<file path="config.mk">
export PLATFORM = sky130hd
export DESIGN_NAME = iic_slave_top
export DESIGN_NICKNAME = d
export VERILOG_FILES = /design/src/rtl/iic_pkg.sv /design/src/rtl/iic_sync_filter.sv /design/src/rtl/iic_slave_top.sv
export SDC_FILE = /design/constraint.sdc
export NUM_CORES = 1
export LEC_CHECK = 0
export ABC_AREA = 1
export CORE_ASPECT_RATIO = 1.25
export CORE_MARGIN = 1
export CORE_UTILIZATION = 35
export DETAILED_ROUTE_END_ITERATION = 8
export GPL_TIMING_DRIVEN = 0
export SKIP_CTS_REPAIR_TIMING = 1
export SYNTH_ARGS = -nofsm -noshare
export SYNTH_HDL_FRONTEND = slang
export SYNTH_HIERARCHICAL = 1
export SYNTH_SLANG_ARGS = --single-unit
</file>
<file path="constraint.sdc">
create_clock -name clk -period 2.14 [get_ports clk]
set_input_delay 0.321 -clock clk [delete_from_list [all_inputs] [get_ports clk]]
set_output_delay 0.321 -clock clk [all_outputs]
set_load 0.01 [all_outputs]
</file>
<file path="src/rtl/iic_pkg.sv">
// Shared I2C target definitions: CPU register offsets, SCON bit positions, FSM encoding.
package iic_pkg;

  localparam int REG_SCON  = 0;
  localparam int REG_SADDR = 1;
  localparam int REG_STX   = 2;
  localparam int REG_SRX   = 3;

  localparam int SCON_EN        = 0;
  localparam int SCON_ADDRESSED = 1;
  localparam int SCON_RX_VALID  = 2;
  localparam int SCON_RW_DIR    = 3;
  localparam int SCON_OVERRUN   = 5;
  localparam int SCON_NACK      = 6;

  localparam logic [3:0] BYTE_BITS = 4'd8;

  typedef enum logic [2:0] {
    ST_IDLE     = 3'd0,
    ST_ADDR     = 3'd1,
    ST_ADDR_ACK = 3'd2,
    ST_RX_DATA  = 3'd3,
    ST_RX_ACK   = 3'd4,
    ST_TX_DATA  = 3'd5,
    ST_TX_ACK   = 3'd6,
    ST_IGNORE   = 3'd7
  } iic_state_t;

endpackage

</file>
<file path="src/rtl/iic_sync_filter.sv">
// One bus line into the clk domain: 2-flop synchronizer reset to 1 (idle bus), 2 clk latency, no backpressure.
// IIC_SLAVE_GLITCH_FILTER_EN adds a registered 3-sample majority vote (+2 clk) that rejects 1-clk pulses.
module iic_sync_filter (
  input  logic clk,
  input  logic reset,
  input  logic din,
  output logic dout
);

  logic [1:0] sync;

  always_ff @(posedge clk) begin
    if (reset) sync <= 2'b11;
    else       sync <= {sync[0], din};
  end

`ifdef IIC_SLAVE_GLITCH_FILTER_EN
  logic [1:0] hist;
  logic       vote;

  always_ff @(posedge clk) begin
    if (reset) begin
      hist <= 2'b11;
      vote <= 1'b1;
    end else begin
      hist <= {hist[0], sync[1]};
      vote <= (sync[1] & hist[0]) | (sync[1] & hist[1]) | (hist[0] & hist[1]);
    end
  end

  assign dout = vote;
`else
  assign dout = sync[1];
`endif

endmodule

</file>
<file path="src/rtl/iic_slave_top.sv">
// I2C target with CPU registers SCON/SADDR/STX/SRX; dout valid 1 clk after rd_en, bus edges seen 3 clk late
// (+2 with IIC_SLAVE_GLITCH_FILTER_EN); no backpressure: a byte arriving while SRX is full is NACKed (overrun).
module iic_slave_top
  import iic_pkg::*;
#(
  parameter int ADDR_LSB          = 0,
  parameter int OPT_MEM_ADDR_BITS = 1
) (
  input  logic       clk,
  input  logic       reset,
  input  logic [7:0] addr,
  input  logic [7:0] din,
  output logic [7:0] dout,
  input  logic       wr_en,
  input  logic       rd_en,
  input  logic       scl_i,
  input  logic       sda_i,
  output logic       sda_o,
  output logic       sda_t
);

  localparam int DEC_W = OPT_MEM_ADDR_BITS + 1;
  localparam int DEC_HI = ADDR_LSB + DEC_W;

  logic             enable, overrun, nack, rx_valid, rw_dir, addressed;
  logic [6:0]       saddr;
  logic [7:0]       stx, srx, scon_val, rd_data;
  logic [DEC_W-1:0] reg_sel;
  logic             addr_hit;

  logic scl_s, sda_s, scl_d, sda_d;
  logic scl_rise, scl_fall, start_det, stop_det;

  iic_state_t state, state_nxt;
  logic [7:0] shreg, shreg_nxt;
  logic [3:0] cnt, cnt_nxt;
  logic       sda_low, sda_low_nxt, rw_nxt;
  logic       rx_store, set_ovr, set_nack;

  iic_sync_filter u_scl (.clk(clk), .reset(reset), .din(scl_i), .dout(scl_s));
  iic_sync_filter u_sda (.clk(clk), .reset(reset), .din(sda_i), .dout(sda_s));

  always_ff @(posedge clk) begin
    if (reset) begin
      scl_d <= 1'b1;
      sda_d <= 1'b1;
    end else begin
      scl_d <= scl_s;
      sda_d <= sda_s;
    end
  end

  assign scl_rise  = scl_s & ~scl_d;
  assign scl_fall  = ~scl_s & scl_d;
  assign start_det = scl_s & scl_d & sda_d & ~sda_s;
  assign stop_det  = scl_s & scl_d & ~sda_d & sda_s;

  // Open-drain: only ever pull low; reset releases the line without waiting for the flop.
  assign sda_o = 1'b0;
  assign sda_t = reset | ~sda_low;

  assign addressed = (state == ST_ADDR_ACK) || (state == ST_RX_DATA) || (state == ST_RX_ACK) ||
                     (state == ST_TX_DATA) || (state == ST_TX_ACK);

  always_ff @(posedge clk) begin
    if (reset) begin
      state   <= ST_IDLE;
      shreg   <= 8'd0;
      cnt     <= 4'd0;
      sda_low <= 1'b0;
      rw_dir  <= 1'b0;
    end else begin
      state   <= state_nxt;
      shreg   <= shreg_nxt;
      cnt     <= cnt_nxt;
      sda_low <= sda_low_nxt;
      rw_dir  <= rw_nxt;
    end
  end

  always_comb begin
    state_nxt   = state;
    shreg_nxt   = shreg;
    cnt_nxt     = cnt;
    sda_low_nxt = sda_low;
    rw_nxt      = rw_dir;
    rx_store    = 1'b0;
    set_ovr     = 1'b0;
    set_nack    = 1'b0;
    if (!enable || stop_det) begin
      state_nxt   = ST_IDLE;
      sda_low_nxt = 1'b0;
    end else if (start_det) begin
      state_nxt   = ST_ADDR;
      cnt_nxt     = 4'd0;
      sda_low_nxt = 1'b0;
    end else begin
      case (state)
        ST_IDLE, ST_IGNORE: ;
        ST_ADDR: begin
          if (scl_rise && cnt != BYTE_BITS) begin
            shreg_nxt = {shreg[6:0], sda_s};
            cnt_nxt   = cnt + 4'd1;
          end else if (scl_fall && cnt == BYTE_BITS) begin
            cnt_nxt = 4'd0;
            if (shreg[7:1] == saddr) begin
              state_nxt   = ST_ADDR_ACK;
              sda_low_nxt = 1'b1;
              rw_nxt      = shreg[0];
            end else begin
              state_nxt = ST_IGNORE;
            end
          end
        end
        ST_ADDR_ACK: begin
          if (scl_fall) begin
            cnt_nxt = 4'd0;
            if (rw_dir) begin
              state_nxt   = ST_TX_DATA;
              shreg_nxt   = stx;
              sda_low_nxt = ~stx[7];
            end else begin
              state_nxt   = ST_RX_DATA;
              sda_low_nxt = 1'b0;
            end
          end
        end
        ST_RX_DATA: begin
          if (scl_rise && cnt != BYTE_BITS) begin
            shreg_nxt = {shreg[6:0], sda_s};
            cnt_nxt   = cnt + 4'd1;
          end else if (scl_fall && cnt == BYTE_BITS) begin
            cnt_nxt   = 4'd0;
            state_nxt = ST_RX_ACK;
            if (!rx_valid) begin
              rx_store    = 1'b1;
              sda_low_nxt = 1'b1;
            end else begin
              set_ovr = 1'b1;
            end
          end
        end
        ST_RX_ACK: begin
          if (scl_fall) begin
            sda_low_nxt = 1'b0;
            state_nxt   = ST_RX_DATA;
          end
        end
        ST_TX_DATA: begin
          if (scl_rise && cnt != BYTE_BITS) begin
            cnt_nxt = cnt + 4'd1;
          end else if (scl_fall) begin
            // cnt==0 only after a reload from TX_ACK: present the MSB without shifting.
            if (cnt == BYTE_BITS) begin
              cnt_nxt     = 4'd0;
              sda_low_nxt = 1'b0;
              state_nxt   = ST_TX_ACK;
            end else if (cnt == 4'd0) begin
              sda_low_nxt = ~shreg[7];
            end else begin
              shreg_nxt   = {shreg[6:0], 1'b0};
              sda_low_nxt = ~shreg[6];
            end
          end
        end
        ST_TX_ACK: begin
          if (scl_rise) begin
            if (!sda_s) begin
              state_nxt = ST_TX_DATA;
              shreg_nxt = stx;
              cnt_nxt   = 4'd0;
            end else begin
              set_nack  = 1'b1;
              state_nxt = ST_IGNORE;
            end
          end
        end
        default: state_nxt = ST_IDLE;
      endcase
    end
  end

  // Upper address bits must be zero so aliases above the register window are not decoded.
  assign reg_sel  = addr[ADDR_LSB +: DEC_W];
  assign addr_hit = (addr >> DEC_HI) == 8'd0;

  always_comb begin
    scon_val                 = 8'd0;
    scon_val[SCON_EN]        = enable;
    scon_val[SCON_ADDRESSED] = addressed;
    scon_val[SCON_RX_VALID]  = rx_valid;
    scon_val[SCON_RW_DIR]    = rw_dir;
    scon_val[SCON_OVERRUN]   = overrun;
    scon_val[SCON_NACK]      = nack;
    rd_data = 8'd0;
    if (addr_hit) begin
      if (reg_sel == DEC_W'(REG_SCON))       rd_data = scon_val;
      else if (reg_sel == DEC_W'(REG_SADDR)) rd_data = {1'b0, saddr};
      else if (reg_sel == DEC_W'(REG_STX))   rd_data = stx;
      else if (reg_sel == DEC_W'(REG_SRX))   rd_data = srx;
    end
  end

  always_ff @(posedge clk) begin
    if (reset) begin
      enable   <= 1'b0;
      overrun  <= 1'b0;
      nack     <= 1'b0;
      rx_valid <= 1'b0;
      saddr    <= 7'd0;
      stx      <= 8'd0;
      srx      <= 8'd0;
      dout     <= 8'd0;
    end else begin
      if (wr_en) begin
        if (addr_hit && reg_sel == DEC_W'(REG_SCON)) begin
          enable  <= din[SCON_EN];
          overrun <= 1'b0;
          nack    <= 1'b0;
        end else if (addr_hit && reg_sel == DEC_W'(REG_SADDR)) begin
          saddr <= din[6:0];
        end else if (addr_hit && reg_sel == DEC_W'(REG_STX)) begin
          stx <= din;
        end
      end else if (rd_en) begin
        dout <= rd_data;
        if (addr_hit && reg_sel == DEC_W'(REG_SRX)) rx_valid <= 1'b0;
      end
      // Bus-side events land after CPU clears so a simultaneous flag event is not lost.
      if (rx_store) begin
        srx      <= shreg;
        rx_valid <= 1'b1;
      end
      if (set_ovr)  overrun <= 1'b1;
      if (set_nack) nack    <= 1'b1;
    end
  end

endmodule

</file>
After elaboration in Yosys (flattened, before gate mapping). Cells that the tools add are included.

$lt $le $gt $ge: 0. Eq/ne operators: 44. Shifts and indexed selects: 0. Bitwise gates (word level): 22. Add/subtract/negate cells: 1. Divide/modulo/power cells: 0. $mul: 0. Multiplexer cells: 79. Reduce and logical (&&, ||, !) cells: 42.

Operators by type and width (number): $mux 8 (14); $mux 1 (39); $mux 3 (12); $mux 4 (9); $reduce_and 11->1 (3); $pmux 8 s4 (1); $ne 2x2->1 const B (14); $ne 3x3->1 const B (9); $pmux 3 s6 (1); $pmux 4 s4 (1); $not 1->1 (14); $reduce_and 12->1 (1); $reduce_bool 2->1 (6); $reduce_bool 5->1 (2); $eq 3x3->1 const B (3); $logic_not 8->1 (1); $ne 2x1->1 const B (4); $reduce_and 2->1 (4); $reduce_and 8->1 (1); $and 1x1->1 (7); $eq 7x7->1 (1); $reduce_bool 7->1 (1); $eq 3x2->1 const B (2); $logic_and 1x1->1 (6); 24 further kinds (32).

Register bits: 58. ROM bits: 0. Output and inout port bits: 10. Bits in latches: 0. Word-level logic and storage cells: 206. Bits of input ports: 22. Bits in writable memories: 0. Memories: 0.

Depth between registers and ports, before layout. Gate-level depths: netlist (run 1).

Word-level depth: 10. Gate-level depth with buffers: 12. Gate-level depth less buffers: 12.

Hierarchy. Netlist (run 1), hierarchy kept.

By module, submodules not included: iic_slave_top (sequential area each 1081.0 sq um, area an instance 3021.6 sq um, times used 1, cells each 475); iic_sync_filter (sequential area each 40.0 sq um, area an instance 58.8 sq um, times used 2, cells each 7).

Worst setup path after synthesis (run 1). No wires, ideal clock.

Kind: register to register. Start: register cnt[0]. End: register shreg[6]. Clock period less this slack: 1.714 ns. Stages on the path, launching flop included: 12. Data required time: 2.027 ns. Path buffers: 1. Setup time: 0.113 ns. Setup slack: 0.426 ns. Arrival: 1.602 ns. Cells stage by stage: dfxtp_1 inv_1 ha_1 nand3_1 nand2_1 nand2_1 nand3_2 nor3_4 buf_6 nand2_1 nand2_1 nor2_1.

Word-level cells in the longest chain between the ends: 4. Elaborated cells on any way between the ends: 9. Those cells by class: eq/ne (6); reduce/logical (3).

RTL lines: from (decl) (RTL line iic_slave_top.sv:36) `logic [3:0] cnt, cnt_nxt;`; from (signal assigned) (RTL line iic_slave_top.sv:75) `cnt <= cnt_nxt;`; $ne 4x4->1 (RTL line iic_slave_top.sv:101, iic_slave_top.sv:129, iic_slave_top.sv:150); $logic_and 1x1->1 (RTL line iic_slave_top.sv:101, iic_slave_top.sv:129, iic_slave_top.sv:150); $ne 2x1->1 (no line) / $ne 2x2->1 (equally long branches); $reduce_and 12->1 (no line) *; to (signal assigned) (RTL line iic_slave_top.sv:74) `shreg <= shreg_nxt;`; to (decl) (RTL line iic_slave_top.sv:35) `logic [7:0] shreg, shreg_nxt;`.

Mark *: on every way between the ends. The rest lies on a longest branch, timed or not. A chain may end at the register's enable or synchronous reset.

Worst setup path after layout (run 1).
Start: input port addr[5]. End: register saddr[5].

Word-level cells in the longest chain between the ends: 4. Elaborated cells on any way between the ends: 5. Those cells by class: bitwise (1); reduce/logical (4).

RTL lines: from (decl) (RTL line iic_slave_top.sv:11) `input logic [7:0] addr,`; $logic_not 8->1 * (RTL line iic_slave_top.sv:185) `assign addr_hit = (addr >> DEC_HI) == 8'd0;`; $logic_and 1x1->1 (RTL line iic_slave_top.sv:216) `if (addr_hit && reg_sel == DEC_W'(REG_SCON)) begin`; $not 1->1 (no line); $reduce_and 3->1 (no line) *; to (signal assigned) (RTL line iic_slave_top.sv:221) `saddr <= din[6:0];`; to (decl) (RTL line iic_slave_top.sv:26) `logic [6:0] saddr;`.

Marks and branches as above.

==> results.json, run 1 <==
{
  "nets": 556,
  "cts_made_buffers": 9,
  "fp.dieW_microns": 86.7,
  "switching_power_mw": 0.568,
  "met3WireLength_microns": 313,
  "met1_length_mm": 3.94,
  "overflow": 0,
  "power_leakage_nw": 1.71,
  "r2r_slack_ns": 0.21,
  "fp.dieH_microns": 108,
  "period_needed_ns": 1.94,
  "synthFlopType": "dfxtp_1",
  "synth_compound_area_frac": 0.145,
  "status": "complete, no violations",
  "fin_cells": 656,
  "syn_inst": 489,
  "routedWlPerCell_microns": 13.2,
  "synthMuxAreaShare": 0.0128,
  "core_sq_mm": 0.00870,
  "drt-total-wl_mm": 8.69,
  "synth_edf_count": 0,
  "synthesis.area_sq_mm": 0.00314,
  "min_from": "u_scl/sync[0]",
  "yosysUniqueCellTypes": 34,
  "vias": 3197,
  "slew_violations": 0,
  "yosysWarnings": 6,
  "diodes": 0,
  "netlist.area_leader.share": 0.370,
  "r2r_end": "srx[1]",
  "yosysSeqAreaShare": 0.370,
  "hold_violations": 0,
  "synthXorXnorAreaFrac": 0.0251,
  "synth_area_per_cell_sq_um": 6.42,
  "worst-path-stages": 10,
  "period_share": 0.906,
  "tritoncts": "yes",
  "yosysTopAreaCell": "dfxtp_1",
  "rsz0062_at_grt": "no",
  "async_reset_ff_frac": 0,
  "slowest_stage": "clkdlybuf4s50_1",
  "max-cap-violations": 0,
  "fin_skew_ns": 0.0121,
  "path_common_cell": "nor2_1",
  "dp_hpwl_mm": 6.63,
  "yosys-top-cells-area": "dfxtp_1, nor2_1, nand2_1",
  "antenna_found_initial": 0,
  "synth_top_family_by_area": "simple AND/OR/NAND/NOR gates",
  "start_util": 0.361,
  "r2r-start": "cnt[0]",
  "startpoint_type": "input port",
  "setup_viol": 0,
  "syn_nets": 514,
  "met2_length_mm": 4.24,
  "io_buffers": 28,
  "min_to": "u_scl/sync[1]",
  "whs_path_depth": 2,
  "clkPwrFrac": 0.434,
  "dp_slack_ns": -0.396,
  "drive_gt1_frac": 0.0728,
  "yosys.area_share.simple": 0.346,
  "h-tree-depth": 3,
  "insertion_delay_ns": 0.35,
  "grt_first_pass_wirelength_mm": 14.1,
  "drc": 0,
  "drt-pass1-iter-count": 4,
  "dp_cells": 637,
  "track_usage": 0.199,
  "path_cells": "clkdlybuf4s50_1 -> or2_2 -> nor2_1 -> nand2_1 -> inv_1 -> nand2_1 -> nor2_1 -> inv_1 -> nor2_1 -> nor2_1",
  "fin_ws_ns": 0.201,
  "slew_headroom": 0.510,
  "critPathBufInv": 3,
  "endpoint_kind": "flop",
  "ys_ff_latch": 58,
  "swShare": 0.263,
  "power_frac_seq": 0.503,
  "area.growth.synth_to_final_pct": 20.5,
  "root_buffer": "clkbuf_8",
  "cp.required_ns": 2.38,
  "die_area_sq_mm": 0.00935,
  "path_clk_slew_ns": 0.07,
  "gp_congestion": 0.913,
  "crit_path_max_fanout": 8,
  "reg2reg_depth": 8,
  "grt_pass1_vias": 2888,
  "via_per_inst": 4.87,
  "path_class": "in2reg",
  "top_layer": "met4",
  "cts_buffer_depth": 2,
  "worst_pin_slew_ns": 0.727,
  "power_frac_comb": 0.063,
  "drtIter0Drc": 180,
  "max_clock_freq_ghz": 0.516,
  "io_pins": 32,
  "final_util": 0.435,
  "arrival_ns": 2.18,
  "max_stage_delay_ns": 0.39,
  "hold_class": "reg2reg",
  "p_int_mw": 1.59,
  "grt_max_degree": 12,
  "rows": 38,
  "clock_sinks": 58,
  "p_per_area_mw_per_mm2": 571,
  "ant_nets": 0,
  "crit_family": "simple AND/OR/NAND/NOR gates",
  "peakVddDrop_mv": 0.347,
  "synth_fa_ha_area_frac": 0.0120
}
## cell type report
cell class                 count  area (sq um)
clock inverter                 6          41.3
sequential                    58          1160
timing repair buffer          32           313
multi-input combinational    363          1700
inverter                      53           203
buffer                        14          73.8
fill                         947          4920
clock buffer                  10           138
tap                          120           150
## cells by family after synthesis
logic type / after synthesis
and+or+nand+nor: 264
AOI/OAI and AO/OA: 82
buffers and inverters: 68
DFF: 58
xor gates and xnor gates: 9
muxes: 4
adders and majority gates: 3
other: 1
## layout by cell type, fill, tap and decap left out, types with 5 or more instances in the layout
master	count
o21ai_0	38
clkdlybuf4s50_1	27
o22ai_1	5
o211ai_1	5
buf_4	7
dfxtp_1	58
nor3_1	6
a21oi_1	26
clkbuf_8	10
clkbuf_1	8
nand2_1	105
xnor2_1	6
nor2_1	115
nand3_1	26
inv_1	48
## stage by stage
step	instance area, sq um	TNS [ns]	hold WS (ns)	total power [mW]
4_1_cts	3750	-0.378	0.423	2.17
2_1_floorplan	3140	0	0.387	1.18
3_5_place_dp	3570	-1.51	0.406	1.24
3_3_place_gp	3570	-1.44	0.399	1.24
5_1_grt	3780	0	0.446	2.25
6_report	3780	0	0.419	2.16
## metal layers
metal,vias up,global-route usage
li1,1646,-
met1,1445,0.246
met2,83,0.328
met3,23,0.0429
met4,0,0.0917
met5,-,0
## sequential cells by signal (all words and copies together), names as in the netlist
| signal | flops |
|---|---|
| nack | 1 |
| sda_d | 1 |
| state | 3 |
| srx | 8 |
| stx | 8 |
| rx_valid | 1 |
| u_scl/sync | 2 |
| dout | 8 |
| cnt | 4 |
| u_sda/sync | 2 |
| rw_dir | 1 |
| saddr | 7 |
| sda_low | 1 |
| enable | 1 |
| scl_d | 1 |
| overrun | 1 |
| shreg | 8 |
## synthesized netlist by cell type (2+ instances only)
cell	instances
xnor2_1	6
o211ai_1	5
nor3_1	6
or2_2	2
nand4_1	3
nand3_1	26
buf_4	3
nand3_2	4
inv_2	3
clkbuf_1	9
ha_1	3
a21oi_1	26
xor2_1	3
mux2i_1	4
nor2_1	116
nand2_1	105
buf_2	2
o22ai_1	5
o21ai_0	38
dfxtp_1	58
inv_1	49
## tightest hold or removal path, cell delays in order, from the launching register on
cell     delay, ns
dfxtp_1       0.31
inv_1         0.03
nand2_1       0.05
## worst max-delay path by stage
| stage | from | endpoint |
|---|---|---|
| 2_1_floorplan | cnt[0] | shreg[6] |
| 4_1_cts | reset | sda_t |
| 3_3_place_gp | reset | sda_t |
| 3_5_place_dp | reset | sda_t |
| 5_1_grt | addr[5] | saddr[5] |
| 6_report | addr[5] | saddr[5] |
## power by group through the flow
stage,Clock [mW],Sequential [mW],Combinational [mW]
after floorplan,0,1.11,0.0685
after global placement,0,1.11,0.131
after detailed placement,0,1.11,0.133
after CTS,0.951,1.09,0.133
after global routing,1.01,1.09,0.151
final,0.937,1.09,0.136
Power figures use the tool's default switching activity.
==> inputs of run 2 (changes only) <==
--- a/config.mk
+++ b/config.mk
@@ -5,9 +5,8 @@
 export SDC_FILE = /design/constraint.sdc
 export NUM_CORES = 1
 export LEC_CHECK = 0
-export ABC_AREA = 1
 export CORE_ASPECT_RATIO = 1.25
-export CORE_MARGIN = 1
+export CORE_MARGIN = 2
 export CORE_UTILIZATION = 35
 export DETAILED_ROUTE_END_ITERATION = 8
 export GPL_TIMING_DRIVEN = 0
==> run 2 against run 1 <==
Flip-flop and latch count did not move. Worst setup slack got worse by 0.16 ns. Hold slack got worse by 0.058 ns. Critical endpoint is now shreg[4].
==> results.json, run 2 <==
{
  "hold_violations": 0,
  "synth_area_per_cell_sq_um": 9.16,
  "grt_max_degree": 13,
  "drtIter0Drc": 111,
  "swShare": 0.235,
  "vias": 2708,
  "r2r_slack_ns": 0.04,
  "p_per_area_mw_per_mm2": 607,
  "synth_edf_count": 0,
  "setup_viol": 0,
  "h-tree-depth": 3,
  "root_buffer": "clkbuf_8",
  "holdWs_ns": 0.361,
  "power_frac_comb": 0.050,
  "drt-total-wl_mm": 8.41,
  "die_area_sq_mm": 0.00973,
  "clkPwrFrac": 0.486,
  "async_reset_ff_frac": 0,
  "dp_hpwl_mm": 6.21,
  "slew_violations": 0,
  "drive_gt1_frac": 0.164,
  "nets": 411,
  "finalInstanceArea_sq_mm": 0.00386,
  "yosysWarnings": 6,
  "arrival_ns": 2.32,
  "cp.required_ns": 2.37,
  "syn_inst": 342,
  "start_util": 0.360,
  "clock_sinks": 58,
  "crit_family": "simple AND/OR/NAND/NOR gates",
  "switching_power_mw": 0.551,
  "placed_cell_area_sq_mm": 0.00358,
  "rsz0062_at_grt": "yes",
  "ant_nets": 0,
  "diodes": 0,
  "yosys-top-cells-area": "dfxtp_1, mux2i_1, nor2_1",
  "synth_common_cells": "dfxtp_1, nor2_1, mux2i_1, nand2_1, nor2b_1",
  "critPathBufInv": 1,
  "antenna_found_initial": 0,
  "drc": 0,
  "yosysMostFrequentCell": "dfxtp_1",
  "track_usage": 0.186,
  "status": "complete, no violations",
  "startpoint_type": "flop",
  "power_leakage_nw": 1.64,
  "setup_tns_ns": 0,
  "rows": 38,
  "insertion_delay_ns": 0.34,
  "slew_headroom": 0.607,
  "path_class": "reg2reg",
  "netlist.area_leader.share": 0.370,
  "max-cap-violations": 0,
  "overflow": 0,
  "gp_congestion": 0.929,
  "grt_first_pass_wirelength_mm": 13.8,
  "path_clk_slew_ns": 0.07,
  "crit_start": "cnt[0]",
  "io_pins": 32,
  "grt_pass1_vias": 2749,
  "io_buffers": 30,
  "syn_nets": 367,
  "fin_total_pwr_mw": 2.34,
  "endpoint_kind": "flop",
  "crit_path_max_fanout": 8,
  "fp.dieW_microns": 88.6,
  "slowest_stage": "or4_4",
  "core_sq_mm": 0.00870,
  "tritoncts": "yes",
  "synthFlopType": "dfxtp_1",
  "peakVddDrop_mv": 0.377,
  "fin_skew_ns": 0.00529,
  "max_stage_delay_ns": 0.61,
  "yosysSeqAreaShare": 0.370,
  "p_int_mw": 1.79,
  "fp.dieH_microns": 110,
  "min_from": "reset",
  "synthesis.area_sq_mm": 0.00313,
  "max_clock_freq_ghz": 0.477,
  "area.growth.synth_to_final_pct": 23.2,
  "cts_made_buffers": 9,
  "layout_common_cells": "nor2_1, dfxtp_1, mux2i_1, clkdlybuf4s50_1, nand2_1",
  "yosysUniqueCellTypes": 61,
  "period_needed_ns": 2.10,
  "drt-pass1-iter-count": 4,
  "cts_buffer_depth": 2,
  "power_frac_seq": 0.464,
  "yosysTopAreaCell": "dfxtp_1",
  "r2r-start": "cnt[0]",
  "hold_class": "in2reg",
  "worst_pin_slew_ns": 0.590,
  "period_share": 0.980,
  "routedWlPerCell_microns": 16.5,
  "fill_cells": 870,
  "ys_ff_latch": 58,
  "via_per_inst": 5.30,
  "path_cells": "inv_4 -> ha_4 -> and3b_2 -> o21ai_2 -> nand2_1 -> or4_4 -> mux2_4"
}
-- run 2: metal layers --
metal,track usage,part of all wire,vias up,routed length [microns]
li1,-,-,1324,-
met1,0.222,0.43,1286,3620
met2,0.326,0.51,82,4310
met3,0.0375,0.036,16,299
met4,0.0703,0.022,0,184
met5,0,0,-,0
-- run 2: final cells by class --
| type | instances | area, sq um | share of cell area |
|---|---|---|---|
| buffer | 20 | 97.6 | 0.0253 |
| clock buffer | 9 | 124 | 0.0321 |
| clock inverter | 7 | 93.8 | 0.0243 |
| inverter | 7 | 28.8 | 0.00745 |
| multi-input combinational | 255 | 1870 | 0.484 |
| sequential | 58 | 1170 | 0.302 |
| tap | 120 | 150 | 0.0389 |
| timing repair buffer | 35 | 333 | 0.0862 |
-- run 2: cells by family (layout without fill, tap and decap cells) --
kind of cell,Yosys count,after routing,synth area share
buf+inv,29,78,0.0427
other cells,1,1,0.00120
xor+xnor,8,8,0.0224
simple gates,134,134,0.220
flops,58,58,0.370
fa+ha+maj,3,3,0.0120
mux,49,49,0.194
compound gates,60,60,0.137
-- run 2: per-stage QoR --
stage,setup slack (ns),util,cells
finish,0.0418,0.444,511
global placement,-0.560,0.412,492
detailed placement,-0.570,0.412,492
CTS,-0.567,0.437,508
floorplan,0.0790,-,342
global route,-0.0583,0.444,511
-- run 2: final timing paths --
check | endpoint | cells after the start
hold reg to reg | u_sda/sync[1] | 1
hold / removal | u_sda/sync[0] | 2
setup / recovery | shreg[4] | 7
setup reg to reg | shreg[4] | 7
-- run 2: power by group through the flow --
stage | logic, mW | clock network [mW] | registers (mW)
floorplan | 0.0540 | 0 | 1.11
finish | 0.117 | 1.14 | 1.09
CTS | 0.118 | 1.15 | 1.09
global placement | 0.117 | 0 | 1.11
global route | 0.128 | 1.21 | 1.09
detailed placement | 0.117 | 0 | 1.11
==> inputs of run 3 (changes only) <==
--- a/config.mk
+++ b/config.mk
@@ -13,5 +13,4 @@
 export SKIP_CTS_REPAIR_TIMING = 1
 export SYNTH_ARGS = -nofsm -noshare
 export SYNTH_HDL_FRONTEND = slang
-export SYNTH_HIERARCHICAL = 1
 export SYNTH_SLANG_ARGS = --single-unit
==> run 3 against run 2 <==
Maximum frequency increased by 4.1%. First-iteration DRC count up 55%. Hold slack gained 0.049 ns. Clock-buffer cell count stayed put. Die area is 3.5% lower. Sequential power about the same. Global-route usage about the same. Design area down 3.0%. Utilization up 0.80 points. Sequential share of layout area is 0.78 points higher.
==> results.json, run 3 <==
{
  "status": "complete, no violations",
  "cp.required_ns": 2.39,
  "path_class": "reg2reg",
  "worst_pin_slew_ns": 0.677,
  "layout_common_cells": "dfxtp_1, nand2_1, nor2_1, clkdlybuf4s50_1, a21oi_1",
  "yosysUniqueCellTypes": 53,
  "fp.dieW_microns": 87.1,
  "hold_violations": 0,
  "tritoncts": "yes",
  "drive_gt1_frac": 0.163,
  "clock_sinks": 58,
  "r2r_slack_ns": 0.12,
  "cts_made_buffers": 9,
  "io_pins": 32,
  "yosysMostFrequentCell": "dfxtp_1",
  "routedWlPerCell_microns": 17.2,
  "synth_edf_count": 0,
  "p_per_area_mw_per_mm2": 631,
  "netlist.area_leader.share": 0.384,
  "nets": 412,
  "yosys-top-cells-area": "dfxtp_1, mux2i_1, a21oi_1",
  "dp_hpwl_mm": 6.22,
  "max-cap-violations": 0,
  "layout_commonest_cell": "dfxtp_1",
  "vias": 2694,
  "drt-pass1-iter-count": 4,
  "synth_area_per_cell_sq_um": 8.91,
  "diodes": 0,
  "synthFlopType": "dfxtp_1",
  "yosysSeqAreaShare": 0.384,
  "ys_ff_latch": 58,
  "setup_viol": 0,
  "endpoint_kind": "flop",
  "gp_congestion": 0.994,
  "insertion_delay_ns": 0.35,
  "setup_tns_ns": 0,
  "finalInstanceArea_sq_mm": 0.00374,
  "min_from": "u_scl.sync[0]",
  "power_leakage_nw": 1.36,
  "h-tree-depth": 3,
  "max_clock_freq_ghz": 0.496,
  "area.growth.synth_to_final_pct": 24.0,
  "track_usage": 0.186,
  "hold_class": "reg2reg",
  "period_share": 0.942,
  "synth_common_cells": "dfxtp_1, nand2_1, nor2_1, a21oi_1, mux2i_1",
  "ant_nets": 0,
  "core_sq_mm": 0.00829,
  "syn_inst": 339,
  "slew_violations": 0,
  "syn_nets": 364,
  "reg2reg_depth": 8,
  "cts_buffer_depth": 2,
  "root_buffer": "clkbuf_8",
  "drtIter0Drc": 172,
  "yosysTopAreaCell": "dfxtp_1",
  "start_util": 0.364,
  "slew_headroom": 0.544,
  "drc": 0,
  "min_to": "u_scl.sync[1]",
  "rows": 37,
  "drt-total-wl_mm": 8.44,
  "io_buffers": 29,
  "via_per_inst": 5.51,
  "overflow": 0,
  "path_clk_slew_ns": 0.08,
  "whs_path_depth": 1,
  "r2r_end": "shreg[7]",
  "dp_cells": 465,
  "yosysWarnings": 0,
  "grt_max_degree": 13,
  "fp.dieH_microns": 108,
  "arrival_ns": 2.27,
  "placed_cell_area_sq_mm": 0.00343,
  "fin_cells": 489,
  "synthesis.area_sq_mm": 0.00302,
  "async_reset_ff_frac": 0,
  "r2r-start": "cnt[0]",
  "grt_pass1_vias": 2611,
  "fin_skew_ns": 0.0115,
  "peakVddDrop_mv": 0.423,
  "period_needed_ns": 2.02,
  "grt_first_pass_wirelength_mm": 13.3,
  "crit_path_max_fanout": 10,
  "antenna_found_initial": 0,
  "die_area_sq_mm": 0.00939,
  "startpoint_type": "flop"
}
## run 3: changes by cell type after synthesis, sizes merged, moves of 4 or more
| cell | before | now |
|---|---|---|
| nand2 | 14 | 36 |
| nor2 | 55 | 36 |
| a21oi | 10 | 27 |
| a311oi | 1 | 10 |
| mux2i | 33 | 25 |
| mux2 | 10 | 3 |
| nor2b | 13 | 6 |
| xnor2 | 8 | 1 |
| xor2 | 0 | 7 |
| nand3 | 9 | 3 |
| clkbuf | 13 | 8 |
| buf | 9 | 13 |
## run 3: layout make-up
type                            instances  area (sq um)
Fill cell                             820          4540
Multi-Input combinational cell        251          1740
Sequential cell                        58          1160
Timing Repair Buffer                   37           350
Clock buffer                            9           124
Tap cell                               97           121
Buffer                                 21           109
Clock inverter                          7           101
Inverter                                9          37.5
## run 3: cells by family after synthesis
| kind of cell | after synthesis | synth area share |
|---|---|---|
| AOI/OAI and AO/OA | 78 | 0.181 |
| xor gates and xnor gates | 8 | 0.0232 |
| adders and majority gates | 3 | 0.0124 |
| buffers and inverters | 30 | 0.0460 |
| DFF | 58 | 0.384 |
| muxes | 34 | 0.139 |
| other | 1 | 0.00124 |
| and+or+nand+nor | 127 | 0.213 |
## run 3: worst max path at each step
stage               slack (ns)  cells past startpoint       end      from
finish                    0.12                      8  shreg[7]    cnt[0]
global route            -0.002                      7  shreg[5]    cnt[0]
CTS                       0.06                      7   dout[1]  state[1]
detailed placement       -0.25                      5   dout[1]   addr[0]
global placement         -0.26                      5   dout[1]   addr[0]
floorplan                 0.37                      7   dout[1]  state[1]
## run 3: where the power goes
part	switching, mW	internal [mW]	total, mW
Clock	0.500	0.665	1.16
Sequential	0.00312	1.08	1.09
Combinational	0.0587	0.0548	0.114
## run 3: layer usage
layer,part of all wire,track usage,wire (microns)
met5,0,0,0
met2,0.49,0.318,4160
met1,0.43,0.225,3590
met4,0.036,0.0780,307
met3,0.044,0.0383,374
## run 3: stage by stage
step	util	setup WS (ns)	power, mW	hold slack, ns
after floorplan	-	0.367	1.16	0.389
after global placement	0.414	-0.263	1.22	0.395
after detailed placement	0.414	-0.248	1.22	0.396
after CTS	0.441	0.0612	2.38	0.413
after global routing	0.452	-0.00220	2.44	0.427
final	0.452	0.124	2.36	0.410
## run 3: critical path: stages, from the launching register on
cell and delay [ns]:
dfxtp_1 0.40, inv_1 0.08, ha_1 0.23, nor2b_1 0.17, o21ai_0 0.20, a211o_1 0.26
buf_2 0.25, a21oi_1 0.09, a311oi_1 0.25
